==> src/rtl/object_pixel_fetch_if.sv <==
// Object pixel fetch bus: descriptor/frame control, scan request, sprite ROM port and pixel result.
// master = updater/scan/ROM side, slave = object_pixel_fetch.
interface object_pixel_fetch_if #(
  parameter int unsigned DATA_LEN   = 48,
  parameter int unsigned X_W        = 10,
  parameter int unsigned Y_W        = 10,
  parameter int unsigned TYPE_W     = 6,
  parameter int unsigned SLOT_SHIFT = 12,
  parameter int unsigned COLOR_W    = 12,
  parameter int unsigned CNT_W      = 16
);
  logic                         frame_start;
  logic [DATA_LEN-1:0]          obj;
  logic                         pix_req;
  logic [X_W-1:0]               hpos;
  logic [Y_W-1:0]               vpos;
  logic [TYPE_W+SLOT_SHIFT-1:0] rom_addr;
  logic [COLOR_W-1:0]           rom_data;
  logic                         pix_valid;
  logic                         pix_hit;
  logic [COLOR_W-1:0]           pix_color;
  logic [CNT_W-1:0]             last_frame_hits;

  modport master (
    output frame_start, obj, pix_req, hpos, vpos, rom_data,
    input  rom_addr, pix_valid, pix_hit, pix_color, last_frame_hits
  );

  modport slave (
    input  frame_start, obj, pix_req, hpos, vpos, rom_data,
    output rom_addr, pix_valid, pix_hit, pix_color, last_frame_hits
  );
endinterface

==> src/rtl/object_pixel_fetch.sv <==
// Snapshots one object descriptor per frame and, for each scanned pixel, tests coverage
// and fetches the sprite word; two-stage pipeline plus a per-frame hit counter.
module object_pixel_fetch #(
  parameter int unsigned DATA_LEN   = 48,
  parameter int unsigned X_W        = 10,
  parameter int unsigned Y_W        = 10,
  parameter int unsigned SZ_W       = 8,
  parameter int unsigned TYPE_W     = 6,
  parameter int unsigned SLOT_SHIFT = 12,
  parameter int unsigned COLOR_W    = 12,
  parameter int unsigned TRANSP     = 0,
  parameter int unsigned CNT_W      = 16
) (
  input logic               clk,
  input logic               reset,
  object_pixel_fetch_if.slave bus
);
  // Descriptor layout, LSB first: x, y, width, height, type; remaining bits reserved.
  localparam int unsigned X_LSB  = 0;
  localparam int unsigned Y_LSB  = X_LSB + X_W;
  localparam int unsigned W_LSB  = Y_LSB + Y_W;
  localparam int unsigned H_LSB  = W_LSB + SZ_W;
  localparam int unsigned T_LSB  = H_LSB + SZ_W;
  localparam int unsigned USED_W = T_LSB + TYPE_W;
  localparam int unsigned XE_W   = X_W + 1;
  localparam int unsigned YE_W   = Y_W + 1;
  localparam int unsigned LIN_W  = Y_W + SZ_W + 1;

  logic [USED_W-1:0]   shadow;
  logic                unused_obj_bits;
  logic [X_W-1:0]      x_s;
  logic [Y_W-1:0]      y_s;
  logic [SZ_W-1:0]     w_s;
  logic [SZ_W-1:0]     h_s;
  logic [TYPE_W-1:0]   t_s;
  logic [XE_W-1:0]     x_end;
  logic [YE_W-1:0]     y_end;
  logic [X_W-1:0]      dx;
  logic [Y_W-1:0]      dy;
  logic [SLOT_SHIFT-1:0] offs_c;
  logic                in_c;
  logic                hit2_c;
  logic                v1;
  logic                h1;
  logic [CNT_W-1:0]    hit_cnt;
  logic [CNT_W-1:0]    cnt_next_c;

  assign unused_obj_bits = ^bus.obj[DATA_LEN-1:USED_W];

  assign x_s = shadow[X_LSB +: X_W];
  assign y_s = shadow[Y_LSB +: Y_W];
  assign w_s = shadow[W_LSB +: SZ_W];
  assign h_s = shadow[H_LSB +: SZ_W];
  assign t_s = shadow[T_LSB +: TYPE_W];

  // Coverage test with carry-extended ends so boxes clip at the screen edge instead of wrapping.
  always_comb begin
    x_end  = XE_W'(x_s) + XE_W'(w_s);
    y_end  = YE_W'(y_s) + YE_W'(h_s);
    dx     = bus.hpos - x_s;
    dy     = bus.vpos - y_s;
    offs_c = SLOT_SHIFT'(LIN_W'(dy) * LIN_W'(w_s) + LIN_W'(dx));
    in_c   = (w_s != '0) && (h_s != '0) &&
             (bus.hpos >= x_s) && (XE_W'(bus.hpos) < x_end) &&
             (bus.vpos >= y_s) && (YE_W'(bus.vpos) < y_end);
  end

  assign hit2_c = h1 && (bus.rom_data != COLOR_W'(TRANSP));

  always_comb begin
    cnt_next_c = hit_cnt;
    if (bus.pix_hit && (hit_cnt != '1)) cnt_next_c = hit_cnt + CNT_W'(1);
  end

  // Frame shadow: obj may change mid-frame without affecting the current scan.
  always_ff @(posedge clk or posedge reset) begin
    if (reset)                shadow <= '0;
    else if (bus.frame_start) shadow <= bus.obj[USED_W-1:0];
  end

  // Stage 1: coverage decision and ROM address; the address holds on misses.
  always_ff @(posedge clk or posedge reset) begin
    if (reset) begin
      v1           <= 1'b0;
      h1           <= 1'b0;
      bus.rom_addr <= '0;
    end else begin
      v1 <= bus.pix_req;
      h1 <= bus.pix_req && in_c;
      if (bus.pix_req && in_c) bus.rom_addr <= {t_s, offs_c};
    end
  end

  // Stage 2: combine with the ROM word returned for the stage-1 address.
  always_ff @(posedge clk or posedge reset) begin
    if (reset) begin
      bus.pix_valid <= 1'b0;
      bus.pix_hit   <= 1'b0;
      bus.pix_color <= '0;
    end else begin
      bus.pix_valid <= v1;
      bus.pix_hit   <= hit2_c;
      bus.pix_color <= hit2_c ? bus.rom_data : '0;
    end
  end

  // Saturating hit counter; frame_start publishes the total including this cycle's hit.
  always_ff @(posedge clk or posedge reset) begin
    if (reset) begin
      hit_cnt             <= '0;
      bus.last_frame_hits <= '0;
    end else if (bus.frame_start) begin
      hit_cnt             <= '0;
      bus.last_frame_hits <= cnt_next_c;
    end else begin
      hit_cnt <= cnt_next_c;
    end
  end
endmodule
==> src/flat_wrapper.sv <==
// flat-port wrapper written by rule: the top's interface ports become plain ports
module object_pixel_fetch_flat 
#(
  parameter int unsigned DATA_LEN   = 48,
  parameter int unsigned X_W        = 10,
  parameter int unsigned Y_W        = 10,
  parameter int unsigned SZ_W       = 8,
  parameter int unsigned TYPE_W     = 6,
  parameter int unsigned SLOT_SHIFT = 12,
  parameter int unsigned COLOR_W    = 12,
  parameter int unsigned TRANSP     = 0,
  parameter int unsigned CNT_W      = 16
)
  (clk, reset, bus_frame_start, bus_obj, bus_pix_req, bus_hpos, bus_vpos, bus_rom_data, bus_rom_addr, bus_pix_valid, bus_pix_hit, bus_pix_color, bus_last_frame_hits);
  object_pixel_fetch_if #(.DATA_LEN(DATA_LEN), .X_W(X_W), .Y_W(Y_W), .TYPE_W(TYPE_W), .SLOT_SHIFT(SLOT_SHIFT), .COLOR_W(COLOR_W), .CNT_W(CNT_W)) bus_i ();
  input logic clk;
  input logic reset;
  input wire logic [$bits(bus_i.frame_start)-1:0] bus_frame_start;
  input wire logic [$bits(bus_i.obj)-1:0] bus_obj;
  input wire logic [$bits(bus_i.pix_req)-1:0] bus_pix_req;
  input wire logic [$bits(bus_i.hpos)-1:0] bus_hpos;
  input wire logic [$bits(bus_i.vpos)-1:0] bus_vpos;
  input wire logic [$bits(bus_i.rom_data)-1:0] bus_rom_data;
  output wire logic [$bits(bus_i.rom_addr)-1:0] bus_rom_addr;
  output wire logic [$bits(bus_i.pix_valid)-1:0] bus_pix_valid;
  output wire logic [$bits(bus_i.pix_hit)-1:0] bus_pix_hit;
  output wire logic [$bits(bus_i.pix_color)-1:0] bus_pix_color;
  output wire logic [$bits(bus_i.last_frame_hits)-1:0] bus_last_frame_hits;
  assign bus_i.frame_start = bus_frame_start;
  assign bus_i.obj = bus_obj;
  assign bus_i.pix_req = bus_pix_req;
  assign bus_i.hpos = bus_hpos;
  assign bus_i.vpos = bus_vpos;
  assign bus_i.rom_data = bus_rom_data;
  assign bus_rom_addr = bus_i.rom_addr;
  assign bus_pix_valid = bus_i.pix_valid;
  assign bus_pix_hit = bus_i.pix_hit;
  assign bus_pix_color = bus_i.pix_color;
  assign bus_last_frame_hits = bus_i.last_frame_hits;
  object_pixel_fetch #(.DATA_LEN(DATA_LEN), .X_W(X_W), .Y_W(Y_W), .SZ_W(SZ_W), .TYPE_W(TYPE_W), .SLOT_SHIFT(SLOT_SHIFT), .COLOR_W(COLOR_W), .TRANSP(TRANSP), .CNT_W(CNT_W)) u_core (.clk(clk), .reset(reset), .bus(bus_i));
endmodule
==> config.mk <==
export PLATFORM = sky130hd
export DESIGN_NAME = object_pixel_fetch_flat
export DESIGN_NICKNAME = d
export VERILOG_FILES = /design/src/rtl/object_pixel_fetch_if.sv /design/src/rtl/object_pixel_fetch.sv /design/src/flat_wrapper.sv
export SDC_FILE = /design/constraint.sdc
export NUM_CORES = 1
export LEC_CHECK = 0
export CAP_MARGIN = 30
export CORE_AREA = 2 2 155 157
export CTS_CLUSTER_DIAMETER = 200
export DETAILED_ROUTE_END_ITERATION = 7
export DIE_AREA = 0 0 157 159
export PLACE_DENSITY = 0.66
export SYNTH_ARGS = -nofsm -noshare
export SYNTH_HDL_FRONTEND = slang
export SYNTH_SLANG_ARGS = --single-unit
==> constraint.sdc <==
create_clock -name clk -period 6.8 [get_ports clk]
set_clock_uncertainty 0.15 [all_clocks]
set_input_delay 0.68 -clock clk [delete_from_list [all_inputs] [get_ports clk]]
set_output_delay 0.68 -clock clk [all_outputs]
set_load 0.02 [all_outputs]
=== Yosys cells after proc, flatten, opt, wreduce, memory -nomap -nowiden ===
Cells that the tools add are included.

* Add/subtract/negate cells: 6
* Order comparisons: 4
* Reduce and logical (&&, ||, !) cells: 11
* Multiply operators: 1
* Eq/ne operators: 1
* Muxes and demuxes: 3

{| class="wikitable"
|+ Operator list
! operator !! count
|-
| $mux W16 || 2
|-
| $add A10 B8 Y11 || 2
|-
| $lt A10 B11 Y1 || 2
|-
| $ge A10 B10 Y1 || 2
|-
| $sub A10 B10 Y10 || 2
|-
| $add A16 B1 Y16 const B || 1
|-
| $ne A16 B16 Y1 const B || 1
|-
| $reduce_bool A8 Y1 || 2
|-
| $add A12 B10 Y12 || 1
|-
| $mul A10 B8 Y12 || 1
|-
| $mux W12 || 1
|-
| $reduce_bool A12 Y1 || 1
|-
| $logic_and A1 B1 Y1 || 8
|}

* Bits in registers: 108
* Word-level logic and storage cells: 35
* Output and inout bits: 48
* Input bits: 84

=== Longest topological paths before layout ===
Gate-level depths: netlist of the first run.

* Depth after elaboration: 7
* Depth in mapped cells: 27
* Gate-level depth less buffers: 27

=== Least setup slack after synthesis of the first run ===
Ideal clock, no wire load.

* Path type: in2reg
* Start: input port bus_vpos[0]
* End: register u_core.bus.rom_addr[11]
* Stages on the path: 26
* Setup time: 0.125 ns
* Path slack: 0.097 ns
* Path buffers: 0
* Data arrival time: 6.428 ns
* Path through: inv_1 ha_1 fa_1 nand2b_1 a21oi_2 a21o_1 a21oi_1 xnor2_1 nand2_1 fa_1 inv_1 fa_1 fa_1 inv_1 fa_1 inv_1 ha_1 nor2_1 nor2_1 a21oi_1 o21bai_1 a21oi_1 xnor3_1 xnor3_1 xor2_1 mux2_2

* Cells in the longest elaborated chain, start to end: 4

{| class="wikitable"
|+ RTL lines
! what !! line !! RTL
|-
| start: declaration || flat_wrapper.sv:22 || <nowiki>input wire logic [$bits(bus_i.vpos)-1:0] bus_vpos;</nowiki>
|-
| parallel branches: the longest is 4 deep, another holds $mul A10 B8 Y12 || - ||
|-
| end signal: assignment || object_pixel_fetch.sv:90 || <nowiki>if (bus.pix_req && in_c) bus.rom_addr <= {t_s, offs_c};</nowiki>
|-
| end: declaration || object_pixel_fetch_if.sv:31 || <nowiki>output rom_addr, pix_valid, pix_hit, pix_color, last_frame_hits</nowiki>
|}

Parallel ways; which one is timed is not known.
A chain may end at the register's enable or synchronous reset.

=== Final worst setup path of the first run ===
Ends and elaborated chain as after synthesis.

==> reports/metrics.json, run 1 <==
{
  "status": {"value": "finished clean"},
  "groute.usage.overall": {"value": 16.2, "unit": "%"},
  "timing_max_transition_violations_final": {"value": 0},
  "sequentialPowerShare": {"value": 16.9, "unit": "%"},
  "synth.lib_cells_used.distinct": {"value": 50},
  "synth_area": {"value": 8060, "unit": "sq um"},
  "worstSkewPairLatency": {"value": 360, "unit": "ps"},
  "first_pass_grt_wire_length": {"value": 32.4, "unit": "mm"},
  "detailedPlacementHpwl": {"value": 15.1, "unit": "mm"},
  "core_region_area": {"value": 23200, "unit": "sq um"},
  "final-hold-violation-count": {"value": 0},
  "number_of_flops_mapped_to_enable_cells_by_yosys": {"value": 0},
  "p_comb_share": {"value": 71.4, "unit": "%"},
  "clock_sinks": {"value": 108},
  "slew-limit-headroom": {"value": 37.7, "unit": "%"},
  "floorplan.io_pins": {"value": 132},
  "layout-drive-gt1-share": {"value": 14.9, "unit": "%"},
  "post-route-min-period": {"value": 6540, "unit": "ps"},
  "yosys_warnings": {"value": 0},
  "max_freq": {"value": 153, "unit": "MHz"},
  "power_density": {"value": 453, "unit": "nW/um^2"},
  "power.net_switching": {"value": 1.96, "unit": "mW"},
  "critical_path_required": {"value": 6900, "unit": "ps"},
  "worstSetupPathType": {"value": "in -> reg"},
  "power_switching_share": {"value": 41.1, "unit": "%"},
  "min_period_over_period": {"value": 96.1, "unit": "%"},
  "hold-worst-slack": {"value": 212, "unit": "ps"},
  "postSynthRegisterBits": {"value": 108},
  "largest_net_degree_at_the_start_of_global_routing": {"value": 93},
  "row_count": {"value": 56},
  "drc_errors": {"value": 0},
  "finalWirelength": {"value": 19.2, "unit": "mm"},
  "synth-main-ff-cell": {"value": "sky130_fd_sc_hd__dfrtp_1"},
  "worst_pin_slew": {"value": 935, "unit": "ps"},
  "area_growth": {"value": 30.8, "unit": "%"},
  "synth_area_per_cell": {"value": 9.88, "unit": "sq um"},
  "detailedRoute.firstPassIterationCount": {"value": 4},
  "initial_utilization": {"value": 34.7, "unit": "%"},
  "insertedDiodeCount": {"value": 0},
  "ctsLongestPathBuffers": {"value": 2},
  "drc_marker_count_from_the_first_detailed_route_iteration": {"value": 215},
  "clock-root-buffer": {"value": "sky130_fd_sc_hd__clkbuf_16"},
  "ctsHtreeMaxLevel": {"value": 3},
  "routedWlPerCell": {"value": 14.5, "unit": "microns"},
  "power.static_leakage": {"value": 4.89, "unit": "nW"},
  "post_dp_cell_area": {"value": 10100, "unit": "sq um"},
  "cp-end-kind": {"value": "flop"},
  "clock_input_transition_at_the_sequential_cells_of_the_worst_setup_and_hold_paths": {"value": 90, "unit": "ps"},
  "die_boundary_height": {"value": 159, "unit": "microns"},
  "worst_ir_drop_vdd": {"value": 0.574, "unit": "mV"},
  "antenna_violating_nets_post_route": {"value": 0},
  "final-setup-viol-count": {"value": 0},
  "stdcell_area": {"value": 10500, "unit": "sq um"},
  "critical_path_arrival": {"value": 6640, "unit": "ps"},
  "finalNetCount": {"value": 1206},
  "flop2flop_setup_slack": {"value": 680, "unit": "ps"},
  "hold_path_class": {"value": "reg -> reg"},
  "synth.net_count": {"value": 1024},
  "initial_antenna_violation_count": {"value": 2},
  "num_vias": {"value": 6214},
  "cts-hold-fix-buffers": {"value": 0},
  "final_common_cell": {"value": "sky130_fd_sc_hd__clkdlybuf4s50_1"},
  "cts_made_buffers": {"value": 9},
  "clock_power_share": {"value": 11.7, "unit": "%"},
  "ys_seq_area_share": {"value": 33.6, "unit": "%"},
  "drt-vias-per-instance": {"value": 4.70},
  "crit_path_start_kind": {"value": "input pin"},
  "internal_power": {"value": 2.81, "unit": "mW"},
  "die_area": {"value": 25000, "unit": "sq um"},
  "path_max_fanout": {"value": 5},
  "die_w": {"value": 157, "unit": "microns"},
  "gp_congestion": {"value": 0.833},
  "port-buffer-count": {"value": 125},
  "number_of_global_route_vias_before_repair": {"value": 6506},
  "layout.cells.most_common_list": {"value": "sky130_fd_sc_hd__clkdlybuf4s50_1 (124), sky130_fd_sc_hd__inv_1 (109), sky130_fd_sc_hd__dfrtp_1 (108)"},
  "drv.max_cap_violation_count": {"value": 0},
  "tritoncts_clock_tree": {"value": "built"},
  "grt_remaining_overflow": {"value": 0},
  "synthCells": {"value": 815},
  "postSynth.asyncResetShare": {"value": 100, "unit": "%"}
}
-- worst max-delay path, stage by stage --
cell and delay (ps):
sky130_fd_sc_hd__clkdlybuf4s50_1 470, sky130_fd_sc_hd__inv_1 60, sky130_fd_sc_hd__ha_2 190, sky130_fd_sc_hd__fa_2 340, sky130_fd_sc_hd__nand2b_4 150, sky130_fd_sc_hd__a21oi_2 150
sky130_fd_sc_hd__a21o_1 140, sky130_fd_sc_hd__a21oi_1 80, sky130_fd_sc_hd__xnor2_1 140, sky130_fd_sc_hd__buf_4 160, sky130_fd_sc_hd__nand2_1 80, sky130_fd_sc_hd__fa_1 540
sky130_fd_sc_hd__inv_1 50, sky130_fd_sc_hd__fa_1 500, sky130_fd_sc_hd__fa_1 540, sky130_fd_sc_hd__inv_1 60, sky130_fd_sc_hd__fa_1 540, sky130_fd_sc_hd__inv_1 40
sky130_fd_sc_hd__ha_1 310, sky130_fd_sc_hd__inv_2 70, sky130_fd_sc_hd__nor2_1 50, sky130_fd_sc_hd__a21oi_2 160, sky130_fd_sc_hd__o21bai_1 100, sky130_fd_sc_hd__a21oi_2 170
sky130_fd_sc_hd__xnor3_1 240, sky130_fd_sc_hd__xnor3_1 200, sky130_fd_sc_hd__xor2_1 170, sky130_fd_sc_hd__mux2_2 260
-- final timing paths --
path                                   start                       to  cells past startpoint
setup reg to reg           u_core.shadow[11]  u_core.bus.rom_addr[11]                     26
min in group asynchronous              reset         u_core.shadow[6]                      2
hold reg to reg                    u_core.v1     u_core.bus.pix_valid                      0
hold / removal                     u_core.v1     u_core.bus.pix_valid                      0
max in group asynchronous              reset        u_core.shadow[12]                      4
setup / recovery                 bus_vpos[0]  u_core.bus.rom_addr[11]                     28
-- synth_stat cells, types with 2 or more instances --
cell	instances	area, sq um
sky130_fd_sc_hd__a2111oi_0	2	17.5
sky130_fd_sc_hd__inv_1	111	417
sky130_fd_sc_hd__xor2_1	13	114
sky130_fd_sc_hd__ha_1	76	951
sky130_fd_sc_hd__or3_1	4	25.0
sky130_fd_sc_hd__mux2_4	9	135
sky130_fd_sc_hd__fa_1	49	981
sky130_fd_sc_hd__and2_1	26	163
sky130_fd_sc_hd__mux2_2	33	372
sky130_fd_sc_hd__nor2b_1	17	106
sky130_fd_sc_hd__nand2_1	71	267
sky130_fd_sc_hd__nor3_1	4	20.0
sky130_fd_sc_hd__a41oi_1	2	17.5
sky130_fd_sc_hd__xnor3_1	2	45.0
sky130_fd_sc_hd__a31oi_1	3	18.8
sky130_fd_sc_hd__nor4b_1	2	17.5
sky130_fd_sc_hd__dfrtp_1	108	2700
sky130_fd_sc_hd__a21oi_1	49	245
sky130_fd_sc_hd__o21ai_0	32	160
sky130_fd_sc_hd__and3_1	3	18.8
sky130_fd_sc_hd__o21bai_1	12	90.1
sky130_fd_sc_hd__xnor2_1	42	368
sky130_fd_sc_hd__a21o_1	10	75.1
sky130_fd_sc_hd__or2_2	2	12.5
sky130_fd_sc_hd__o21a_1	4	30.0
sky130_fd_sc_hd__nand3_1	10	50.1
sky130_fd_sc_hd__nand4_1	8	50.1
sky130_fd_sc_hd__a21boi_0	3	22.5
sky130_fd_sc_hd__o31ai_1	2	15.0
sky130_fd_sc_hd__nor4_1	7	43.8
sky130_fd_sc_hd__clkbuf_1	19	71.3
sky130_fd_sc_hd__nor2_1	51	191
sky130_fd_sc_hd__a211o_1	2	17.5
sky130_fd_sc_hd__nand2b_1	11	68.8
-- layout make-up --
cell class	count	area (sq um)
Clock inverter	7	86.3
Timing Repair Buffer	192	1770
Fill cell	2227	12700
Inverter	111	419
Multi-Input combinational cell	575	4930
Clock buffer	9	225
Tap cell	319	399
Sequential cell	108	2700
-- cells by family (layout without fill, tap and decap cells) --
family | after synthesis | after routing | share of synthesized area (%)
AND/OR/NAND/NOR | 219 | 219 | 13.1
buffers and inverters | 132 | 319 | 6.35
AO/OA/AOI/OAI | 131 | 131 | 10.0
adder cells (fa/ha/maj) | 125 | 125 | 24.0
flip-flops | 108 | 108 | 33.6
XOR/XNOR | 57 | 57 | 6.54
multiplexers | 43 | 43 | 6.42
-- state kept, by name (all words and copies together), names as in the netlist --
signal,cells
u_core.shadow,42
u_core.bus.pix_valid,1
u_core.bus.pix_hit,1
u_core.hit_cnt,16
u_core.bus.pix_color,12
u_core.bus.rom_addr,18
u_core.h1,1
u_core.bus.last_frame_hits,16
u_core.v1,1
-- power groups by stage --
stage	registers (mW)	logic [mW]	clock network, mW
2_1_floorplan	0.871	2.26	0
3_3_place_gp	0.816	3.30	0
3_5_place_dp	0.819	3.42	0
4_1_cts	0.806	3.44	0.580
5_1_grt	0.819	3.89	0.601
6_report	0.804	3.41	0.560
-- metal layers --
layer	vias up	global-route usage, %	wire (microns)
li1	3044	-	-
met1	3008	20.0	8180
met2	127	27.2	9300
met3	33	5.28	1330
met4	2	4.34	359
met5	-	0	13
-- repair_timing --
action,in CTS,in global routing
pin swaps,3,7
buffers inserted,1,1
gates resized for setup,10,13
setup endpoints to repair,1,1
-- stage by stage --
| stage | utilization, % | setup WS, ps | setup TNS, ps | instances | total power, mW |
|---|---|---|---|---|---|
| 2_1_floorplan | - | 97.2 | 0 | 815 | 3.13 |
| 6_report | 45.4 | 264 | 0 | 1321 | 4.77 |
| 4_1_cts | 45.2 | 14.9 | 0 | 1320 | 4.83 |
| 5_1_grt | 45.4 | -27.7 | -27.7 | 1321 | 5.31 |
| 3_5_place_dp | 43.6 | -799 | -799 | 1303 | 4.24 |
| 3_3_place_gp | 43.5 | -622 | -622 | 1302 | 4.12 |
(Power assumes the default switching activity.)
==> run 2: changes to the inputs <==
--- a/config.mk
+++ b/config.mk
@@ -10,7 +10,7 @@
 export CTS_CLUSTER_DIAMETER = 200
 export DETAILED_ROUTE_END_ITERATION = 7
 export DIE_AREA = 0 0 157 159
-export PLACE_DENSITY = 0.66
+export PLACE_DENSITY = 0.64
 export SYNTH_ARGS = -nofsm -noshare
 export SYNTH_HDL_FRONTEND = slang
 export SYNTH_SLANG_ARGS = --single-unit
==> constraint.sdc (replaced) <==
create_clock -name clk -period 6.9 [get_ports clk]
set_clock_uncertainty 0.15 [all_clocks]
set_input_delay 0.69 -clock clk [delete_from_list [all_inputs] [get_ports clk]]
set_output_delay 0.69 -clock clk [all_outputs]
set_load 0.02 [all_outputs]
==> run 2 against run 1 <==
- sequential share of layout area increased by 0.13 points
- clock power shrank 3%
- register-to-register slack better by 30 ps
- wire length shrank 2.9%
- sequential cell count is the same
- total power decreased by 3.5%
- utilization fell by 0.24 points
- critical path type unchanged
- critical endpoint unchanged
- largest power group unchanged
==> reports/metrics.json, run 2 (synthesis results as in run 1) <==
{
  "status": {"value": "finished clean"},
  "p_comb_share": {"value": 71.0, "unit": "%", "change": "-0.4 points"},
  "largest_reg_flops": {"value": 42, "change": "unchanged"},
  "cts_made_buffers": {"value": 9, "change": "unchanged"},
  "path_common_cell": {"value": "sky130_fd_sc_hd__inv_1"},
  "power.static_leakage": {"value": 4.87, "unit": "nW", "change": "-0.48%"},
  "finish.utilization": {"value": 45.2, "unit": "%", "change": "-0.24 points"},
  "worst_r2r_endpoint": {"value": "u_core.bus.rom_addr[11]"},
  "core_region_area": {"value": 23200, "unit": "sq um", "change": "unchanged"},
  "num_vias": {"value": 6119, "change": "-1.5%"},
  "area_growth": {"value": 30.1, "unit": "%"},
  "routedWlPerCell": {"value": 14.1, "unit": "microns", "change": "-3.0%"},
  "layout.area.seq": {"value": 2700, "unit": "sq um", "change": "unchanged"},
  "port-buffer-count": {"value": 125, "change": "unchanged"},
  "groute.usage.overall": {"value": 15.8, "unit": "%", "change": "-0.44 points"},
  "final-setup-viol-count": {"value": 0, "change": "unchanged"},
  "clock-root-buffer": {"value": "sky130_fd_sc_hd__clkbuf_16"},
  "crit_path_max_incr_delay": {"value": 560, "unit": "ps", "change": "+20 ps"},
  "layout.cells.most_common_list": {"value": "sky130_fd_sc_hd__clkdlybuf4s50_1 (124), sky130_fd_sc_hd__inv_1 (110), sky130_fd_sc_hd__dfrtp_1 (108)"},
  "flop2flop_setup_slack": {"value": 710, "unit": "ps", "change": "+30 ps"},
  "floorplan.io_pins": {"value": 132, "change": "unchanged"},
  "ff2ff_path_depth": {"value": 25, "change": "-3.8%"},
  "worst_path_dominant_cell_family": {"value": "adder cells"},
  "finalWirelength": {"value": 18.6, "unit": "mm", "change": "-2.9%"},
  "clock_input_transition_at_the_sequential_cells_of_the_worst_setup_and_hold_paths": {"value": 90, "unit": "ps", "change": "about the same"},
  "die_w": {"value": 157, "unit": "microns", "change": "unchanged"},
  "detailedRoute.firstPassIterationCount": {"value": 4, "change": "unchanged"},
  "hold_end": {"value": "u_core.bus.pix_valid"},
  "critical_path_required": {"value": 7010, "unit": "ps", "change": "+110 ps"},
  "worstSetupPathType": {"value": "in -> reg"},
  "grt_remaining_overflow": {"value": 0, "change": "unchanged"},
  "slew-limit-headroom": {"value": 48.3, "unit": "%", "change": "+11 points"},
  "power_density": {"value": 440, "unit": "nW/um^2", "change": "-2.9%"},
  "critical_path_arrival": {"value": 6710, "unit": "ps", "change": "+70 ps"},
  "setup_slack": {"value": 303, "unit": "ps", "change": "+39.1 ps"},
  "die_boundary_height": {"value": 159, "unit": "microns", "change": "unchanged"},
  "timing_max_transition_violations_final": {"value": 0, "change": "unchanged"},
  "min_period_over_period": {"value": 95.6, "unit": "%"},
  "path_max_fanout": {"value": 4, "change": "-1"},
  "worst_hold_path.num_cells": {"value": 0, "change": "unchanged"},
  "cpMaxStageDelayCell": {"value": "sky130_fd_sc_hd__fa_1"},
  "die_area": {"value": 25000, "unit": "sq um", "change": "unchanged"},
  "number_of_placed_instances_taps_included": {"value": 1303, "change": "unchanged"},
  "crit_path_start_kind": {"value": "input pin"},
  "first_pass_grt_wire_length": {"value": 31.4, "unit": "mm", "change": "-3.0%"},
  "post-route-min-period": {"value": 6600, "unit": "ps"},
  "biggestRegsByFlops": {"value": "u_core.shadow x42, u_core.bus.rom_addr x18"},
  "initial_utilization": {"value": 34.7, "unit": "%", "change": "unchanged"},
  "drc_marker_count_from_the_first_detailed_route_iteration": {"value": 213, "change": "-0.93%"},
  "largest_net_degree_at_the_start_of_global_routing": {"value": 83, "change": "-11%"},
  "worstSkewPairLatency": {"value": 370, "unit": "ps", "change": "about the same"},
  "finalNonFillerCells": {"value": 1322, "change": "+0.076%"},
  "antenna_violating_nets_post_route": {"value": 0, "change": "unchanged"},
  "clock_power_share": {"value": 11.8, "unit": "%", "change": "about the same"},
  "row_count": {"value": 56, "change": "unchanged"},
  "worst_pin_slew": {"value": 775, "unit": "ps", "change": "-159 ps"},
  "layout-drive-gt1-share": {"value": 13.8, "unit": "%", "change": "-1.1 points"},
  "drt-vias-per-instance": {"value": 4.63, "change": "-1.6%"},
  "holdCritStartpoint": {"value": "u_core.v1"},
  "tritoncts_clock_tree": {"value": "built"},
  "number_of_global_route_vias_before_repair": {"value": 6463, "change": "-0.66%"},
  "power_switching_share": {"value": 40.7, "unit": "%", "change": "-0.38 points"},
  "ctsHtreeMaxLevel": {"value": 3, "change": "unchanged"},
  "n_fill_cell": {"value": 2237, "change": "+0.45%"},
  "power.net_switching": {"value": 1.88, "unit": "mW", "change": "-4.3%"},
  "cp_num_buf_inv": {"value": 7, "change": "unchanged"},
  "gp_congestion": {"value": 0.830, "change": "-0.31%"},
  "sequentialPowerShare": {"value": 17.2, "unit": "%", "change": "+0.3 points"},
  "finalNetCount": {"value": 1206, "change": "unchanged"},
  "detailedPlace.worstSlack": {"value": -676, "unit": "ps", "change": "+123 ps"},
  "drv.max_cap_violation_count": {"value": 0, "change": "unchanged"},
  "hold_path_class": {"value": "reg -> reg"},
  "regMostFlops": {"value": "u_core.shadow"},
  "cp-end-kind": {"value": "flop"},
  "detailedPlacementHpwl": {"value": 14.7, "unit": "mm", "change": "-2.7%"},
  "initial_antenna_violation_count": {"value": 0, "change": "-2"},
  "max_freq": {"value": 152, "unit": "MHz"},
  "internal_power": {"value": 2.73, "unit": "mW", "change": "-2.8%"},
  "drc_errors": {"value": 0, "change": "unchanged"},
  "worst_ir_drop_vdd": {"value": 0.609, "unit": "mV", "change": "+6.0%"},
  "multi_input_area": {"value": 4880, "unit": "sq um", "change": "-0.96%"},
  "final_common_cell": {"value": "sky130_fd_sc_hd__clkdlybuf4s50_1"},
  "cts-hold-fix-buffers": {"value": 0, "change": "unchanged"},
  "ctsLongestPathBuffers": {"value": 2, "change": "unchanged"},
  "clock_sinks": {"value": 108, "change": "unchanged"},
  "critical_path.reg2reg.startpoint": {"value": "u_core.shadow[1]"},
  "final-hold-violation-count": {"value": 0, "change": "unchanged"},
  "grt_setup_unrepaired": {"value": "false"}
}
## run 2: metal layers
layer / share of wire [%] / wire, microns / GRT usage [%]
met1: 44 / 8240 / 20.0
met2: 48 / 8940 / 26.0
met3: 6.0 / 1120 / 4.68
met4: 1.8 / 333 / 4.63
met5: 0 / 0 / 0
## run 2: power by group through the flow
stage          sequential, mW  combinational (mW)  clock (mW)
2_1_floorplan           0.858                2.22           0
3_3_place_gp            0.803                3.28           0
3_5_place_dp            0.805                3.37           0
4_1_cts                 0.794                3.40       0.561
5_1_grt                 0.805                3.70       0.584
6_report                0.792                3.27       0.543
## run 2: cell type report
type	instances	share of cell area (%)
Inverter	111	4.00
Sequential cell	108	25.8
Tap cell	319	3.81
Clock inverter	6	0.597
Antenna cell	1	0.0239
Timing Repair Buffer	192	16.9
Clock buffer	10	2.28
Multi-Input combinational cell	575	46.6
## run 2: worst max path at each step
stage,slack [ps],depth (start not counted),from,to
final,300,28,bus_vpos[0],u_core.bus.rom_addr[11]
after global routing,30,25,bus_hpos[1],u_core.bus.rom_addr[11]
after CTS,40,28,bus_vpos[0],u_core.bus.rom_addr[11]
after detailed placement,-680,27,bus_hpos[1],u_core.bus.rom_addr[11]
after global placement,-620,25,bus_hpos[1],u_core.bus.rom_addr[11]
after floorplan,190,26,bus_vpos[0],u_core.bus.rom_addr[11]
## run 2: worst register-to-register path: cells and delay by family, from the launching register on
kind / cells / cell delay (ps)
adders and majority gates: 6 / 2530
AOI/OAI and AO/OA: 10 / 1650
xor gates and xnor gates: 3 / 620
DFF: 1 / 380
buffers and inverters: 4 / 360
muxes: 1 / 260
and+or+nand+nor: 1 / 140
## run 2: what timing repair did
item / in CTS / in global routing
setup buffers: 1 / 0
pin swaps: 2 / 6
setup endpoints to repair: 1 / 1
gates resized for setup: 7 / 5
hold endpoints to repair: 0 / 0
cloned: 0 / 0
## run 2: through the flow
stage | instance area, sq um | power, mW | setup TNS [ps] | hold slack (ps)
2_1_floorplan | 8060 | 3.08 | 0 | 181
3_3_place_gp | 10100 | 4.08 | -617 | 183
3_5_place_dp | 10100 | 4.17 | -676 | 186
4_1_cts | 10400 | 4.76 | 0 | 208
5_1_grt | 10500 | 5.09 | 0 | 226
6_report | 10500 | 4.61 | 0 | 211
